## src/rtl/uart_tx_pacer.sv

```systemverilog
`timescale 1ns/1ps
// Transmit pacer: arbitrates direct echo bytes (priority) over the transmit FIFO and
// issues one-cycle UART strobes, with a busy-start timeout and a programmable gap.
module uart_tx_pacer #(
    parameter logic [15:0] GAP           = 16'hfff,
    parameter int unsigned START_TIMEOUT = 4
) (
    input  logic        CLK,
    input  logic        reset,
    input  logic        fifo_en,
    input  logic        fifo_empty,
    input  logic [7:0]  fifo_data,
    output logic        fifo_read,
    input  logic        direct_valid,
    input  logic [7:0]  direct_byte,
    output logic        direct_ready,
    output logic        uart_transmit,
    output logic [7:0]  uart_tx_byte,
    input  logic        uart_busy,
    output logic        busy,
    output logic [15:0] sent_count
);

    typedef enum logic [2:0] {
        ST_IDLE,
        ST_SEND,
        ST_WAIT_START,
        ST_WAIT_DONE,
        ST_GAP
    } state_t;

    localparam logic [15:0] TIMEOUT_LOAD = 16'(START_TIMEOUT);

    state_t      state;
    logic [15:0] timeout_cnt;
    logic [15:0] gap_cnt;

    always_ff @(posedge CLK) begin
        if (!reset) begin
            state         <= ST_IDLE;
            fifo_read     <= 1'b0;
            direct_ready  <= 1'b0;
            uart_transmit <= 1'b0;
            busy          <= 1'b0;
            uart_tx_byte  <= 8'h00;
            sent_count    <= 16'h0000;
            timeout_cnt   <= 16'h0000;
            gap_cnt       <= 16'h0000;
        end else begin
            // NOTE: pulse outputs default low here so every branch below yields a one-cycle strobe.
            fifo_read     <= 1'b0;
            direct_ready  <= 1'b0;
            uart_transmit <= 1'b0;

            unique case (state)
                ST_IDLE: begin
                    if (direct_valid) begin
                        uart_tx_byte <= direct_byte;
                        direct_ready <= 1'b1;
                        busy         <= 1'b1;
                        state        <= ST_SEND;
                    end else if (fifo_en && !fifo_empty) begin
                        uart_tx_byte <= fifo_data;
                        fifo_read    <= 1'b1;
                        busy         <= 1'b1;
                        state        <= ST_SEND;
                    end
                end

                ST_SEND: begin
                    uart_transmit <= 1'b1;
                    sent_count    <= sent_count + 16'd1;
                    timeout_cnt   <= TIMEOUT_LOAD;
                    state         <= ST_WAIT_START;
                end

                // A UART that never raises busy is assumed started once the timeout runs out.
                ST_WAIT_START: begin
                    if (uart_busy) begin
                        state <= ST_WAIT_DONE;
                    end else begin
                        timeout_cnt <= (timeout_cnt == 16'd0) ? 16'd0 : timeout_cnt - 16'd1;
                        if (timeout_cnt <= 16'd1) begin
                            state <= ST_WAIT_DONE;
                        end
                    end
                end

                ST_WAIT_DONE: begin
                    if (!uart_busy) begin
                        if (GAP == 16'd0) begin
                            busy  <= 1'b0;
                            state <= ST_IDLE;
                        end else begin
                            gap_cnt <= GAP;
                            state   <= ST_GAP;
                        end
                    end
                end

                ST_GAP: begin
                    if (gap_cnt <= 16'd1) begin
                        gap_cnt <= 16'd0;
                        busy    <= 1'b0;
                        state   <= ST_IDLE;
                    end else begin
                        gap_cnt <= gap_cnt - 16'd1;
                    end
                end

                default: begin
                    busy  <= 1'b0;
                    state <= ST_IDLE;
                end
            endcase
        end
    end

endmodule

```

## config.mk

```make
export PLATFORM = sky130hd
export DESIGN_NAME = uart_tx_pacer
export DESIGN_NICKNAME = d
export VERILOG_FILES = /design/src/rtl/uart_tx_pacer.sv
export SDC_FILE = /design/constraint.sdc
export NUM_CORES = 1
export LEC_CHECK = 0
export BUFFER_PORTS_ARGS = -buffer_cell sky130_fd_sc_hd__buf_4
export CORE_MARGIN = 1.5
export CORE_UTILIZATION = 39
export CTS_CLUSTER_SIZE = 14
export DETAILED_ROUTE_END_ITERATION = 10
export GPL_ROUTABILITY_DRIVEN = 0
export PLACE_DENSITY = 0.65
export SLEW_MARGIN = 25
export SYNTH_ARGS = -nofsm -noshare
export SYNTH_HDL_FRONTEND = slang
export SYNTH_SLANG_ARGS = --single-unit
```

## constraint.sdc

```tcl
create_clock -name CLK -period 2.27 [get_ports CLK]
set_input_delay 0.454 -clock CLK [delete_from_list [all_inputs] [get_ports CLK]]
set_output_delay 0.454 -clock CLK [all_outputs]
set_load 0.01 [all_outputs]
```

### Word-level counts from Yosys, hierarchy flattened

Index checks and enable logic that the tools add are counted.

| operators by class | value |
|---|---|
| multiply operators | 0 |
| div/mod/pow operators | 0 |
| bitwise gates (word level) | 3 |
| add/subtract/negate cells | 3 |
| shift operators | 0 |
| equality and inequality tests | 9 |
| muxes and demuxes | 22 |
| reductions and logical operators | 15 |
| $lt $le $gt $ge | 2 |

Operators with widths:

| cell | count |
|---|---|
| $mux W16 | 4 |
| $pmux W16 S2 | 2 |
| $le A16 B1 Y1 const B | 2 |
| $sub A16 B1 Y16 const B | 2 |
| $mux W3 | 6 |
| $add A16 B1 Y16 const B | 1 |
| $logic_not A16 Y1 | 1 |
| $mux W8 | 2 |
| $pmux W3 S5 | 1 |
| $reduce_and A2 Y1 | 4 |
| $eq A3 B2 Y1 const B | 2 |
| $mux W1 | 6 |
| $ne A2 B2 Y1 const B | 3 |
| $ne A3 B3 Y1 const B | 2 |
| $reduce_bool A2 Y1 | 3 |
| $reduce_or A3 Y1 | 2 |
| $reduce_and A4 Y1 | 1 |
| $eq A3 B1 Y1 const B | 1 |
| $eq A3 B3 Y1 const B | 1 |
| $logic_not A3 Y1 | 1 |
| $not A1 Y1 | 3 |
| $pmux W1 S3 | 1 |
| $reduce_and A3 Y1 | 1 |
| $logic_and A1 B1 Y1 | 1 |
| $logic_not A1 Y1 | 1 |

| word-level totals | value |
|---|---|
| memories kept | 0 |
| word-level logic and storage cells | 63 |
| bits in registers | 63 |
| bits in latches | 0 |
| memory bits (read-only) | 0 |
| bits in writable memories | 0 |
| input port bits | 22 |

### Logic depth before layout (Yosys ltp)

| depth | value |
|---|---|
| depth in word-level cells | 5 |
| mapped depth | 7 |

### Worst setup path before layout

Ideal clock, no wire load.

| path | value |
|---|---|
| path kind | reg2reg |
| start point | register gap_cnt[0] |
| end point | register gap_cnt[8] |
| clock period less this slack | 1,739 ps |
| stages on the path, launching flop included | 8 |
| arrival | 1,665 ps |
| path slack | 531 ps |
| cells stage by stage | dfxtp_1 inv_1 ha_1 nor3b_1 nand2_1 or3_1 or2_1 a31oi_1 |

| on the way | value |
|---|---|
| longest elaborated chain between the ends | 3 |
| elaborated cells on any way between the ends | 4 |

Ends and longest elaborated chain:

| what | line | RTL |
|---|---|---|
| start, declared | 36 | `logic [15:0] gap_cnt;` |
| start signal, assigned | 107 | `gap_cnt <= gap_cnt - 16'd1;` |
| $sub A16 B1 Y16 or $le A16 B1 Y1 (tied branches) | 107, 102 |  |
| $mux W16 * | 102 | `if (gap_cnt <= 16'd1) begin` |
| $pmux W16 S2 * | 55 | `unique case (state)` |

Every way passes the cells marked *; elsewhere a longest branch is shown, timed or not.
A chain may end at the register's enable or synchronous reset.

### Final worst setup path

| path | value |
|---|---|
| start point | register gap_cnt[0] |
| end point | register gap_cnt[4] |

Same word-level chain as after synthesis.

==> flow_summary.toml <==
[layout]
n_fill_cell = 764
ff_latch_area_um2 = 1260
layout_commonest_cell = "dfxtp_1"
area_growth_syn_to_layout_pct = 22.2
multi_input_area_um2 = 1820
final_cell_mix = "dfxtp_1, buf_4, nor2_1, a21oi_1, nand2_1"
final_nets = 454
insertedDiodeCount = 0
drive_gt1_share_pct = 18.8

[detailed_routing]
dr.pass1.iters = 4
ant_nets = 0
wl_per_cell_um = 13.9
drt-vias-per-instance = 5.52
route.detailed.drc = 0
drt_iter0_drc = 121
vias = 2939
wl_mm = 7.39

[placed_design]
dp_hpwl_mm = 5.26
port_buffers = 49

[synthesis]
synth_top_area_share_pct = 39.6
netlist_instances = 375
synth_edf_count = 0
ys_seq_area_share_pct = 39.6
synth_ff_type = "dfxtp_1"
syn-cell-area_um2 = 3180
ys_types = 66
ys_ff_latch = 63
ys_warn_count = 0
avgSynthCellArea_um2 = 8.49
synth_top_cell_by_area = "dfxtp_1"
async_flop_share_pct = 0
synthesis.nets = 403
synthTopCellsByArea = "dfxtp_1, nor2_1, a21oi_1"

[job]
cap_violations = 0

[global_route]
grt-ovfl-total = 0
grt_max_degree = 28
grt_pass1_wl_mm = 12.6
grt_pass1_vias = 2772
antenna_found_initial = 0
grt.total_usage_pct = 18.0

[worst_setup_path]
arrival_ps = 2280
cp-start-kind = "register"
worst-setup-path-type = "register to register"
end_kind = "register"
cp_max_fo = 7
crit_required_ps = 2520

[timing]
fin_crit_ps = 2030
rsz0062_at_grt = "no"
max_freq_ghz = 0.494
slew_violations = 0
timing.final.crit_share_pct = 89.2
tightest_slew_ps = 751
worst_clock_skew_ps = 7.93
finalSetupViolations = 0
finalSetupTns_ps = 0
hold_violations = 0
relSlewSlack_pct = 49.8
hold_slack_ps = 276

[clock_tree]
path_clk_slew_ps = 70
cts_buffers = 9
cts_tree = "yes"
htreeDepth = 3
cts_hold_buffers = 0
post_cts_buffers = 0
cts.sinks = 63
clk_latency_ps = 340
cts_max_path_buffers = 2
post_cts_resized = 0
root_buffer = "clkbuf_8"

[floorplanning]
core_um2 = 7810
die_h_um = 93.3
dieArea_um2 = 8710
start_util_pct = 40.8
die_w_um = 93.3
top_level_ports = 50
core.rowCount = 32

[power]
peakVddDrop_uv = 352
leakagePower_uw = 0.00161
powerDensity_nw_per_um2 = 975

[status]
status = "finished, final reports clean"

[min_path]
min_path_type = "primary input to register"
## power breakdown
group | switching [uW] | total (uW) | internal, uW
sequential | 150 | 1380 | 1230
combinational | 725 | 1280 | 557
clock | 430 | 1130 | 700
total | 1300 | 3790 | 2490
## sequential cells by signal, summed over array words and instances, names as in the netlist
name,cells
gap_cnt,16
sent_count,16
timeout_cnt,16
uart_tx_byte,8
state,3
busy,1
direct_ready,1
fifo_read,1
uart_transmit,1
## per-layer routing
layer	GRT usage, %	wire length, um	share of wire (%)	up-vias
met3	4.15	366	5.0	13
met2	29.0	3490	47	82
met1	23.2	3430	46	1350
met5	0	0	0	-
met4	7.20	112	1.5	0
li1	-	-	-	1494
## through the flow
| stage | utilization [%] | total power [uW] | instances | setup slack, ps | area [um2] |
|---|---|---|---|---|---|
| 5_1_grt | 49.8 | 4050 | 532 | 67.8 | 3890 |
| 3_3_place_gp | 46.9 | 2660 | 517 | 296 | 3660 |
| 4_1_cts | 49.8 | 3820 | 532 | 254 | 3890 |
| 3_5_place_dp | 46.9 | 2680 | 517 | 276 | 3660 |
| 6_report | 49.8 | 3790 | 532 | 245 | 3890 |
| 2_1_floorplan | - | 2310 | 375 | 531 | 3180 |
## synth_stat cells (7+ instances only)
cell / instances
or3_1: 13
dfxtp_1: 63
nor3_1: 14
nand3_1: 9
o21ai_0: 14
a211oi_1: 12
nor2_1: 43
xnor2_1: 7
a21oi_1: 29
nand2_1: 28
clkbuf_1: 11
mux2i_1: 9
## final timing paths
check | cells after the start | startpoint | end | slack (ps)
min reg2reg | 1 | gap_cnt[15] | gap_cnt[15] | 490
max | 6 | gap_cnt[0] | gap_cnt[4] | 240
max reg2reg | 6 | gap_cnt[0] | gap_cnt[4] | 240
min | 2 | fifo_empty | fifo_read | 280
## critical path, cell delays in order (launching register included)
cell and delay, ps:
dfxtp_1 400, inv_1 80, ha_1 270, o2111a_1 280
a21oi_1 480, a211oi_1 170, a311oi_1 250
## logic make-up (layout without fill, tap and decap cells)
| logic type | after synthesis | count (layout) | synth area share, % |
|---|---|---|---|
| multiplexers | 9 | 9 | 2.83 |
| XOR/XNOR | 13 | 13 | 3.58 |
| AO/OA/AOI/OAI | 95 | 95 | 19.8 |
| adder cells (fa/ha/maj) | 6 | 6 | 2.36 |
| flip-flops | 63 | 63 | 39.6 |
| buffers and inverters | 24 | 79 | 3.26 |
| AND/OR/NAND/NOR | 165 | 165 | 28.6 |
## layout make-up
cell class	count	area share (%)
well taps	102	3.28
inverters	7	0.675
clock buffers	12	4.24
repair buffers	57	11.0
multi-input cells	288	46.7
flip-flops and latches	63	32.4
clock inverters	3	1.67
No activity file was read; power rests on OpenSTA's default activity.
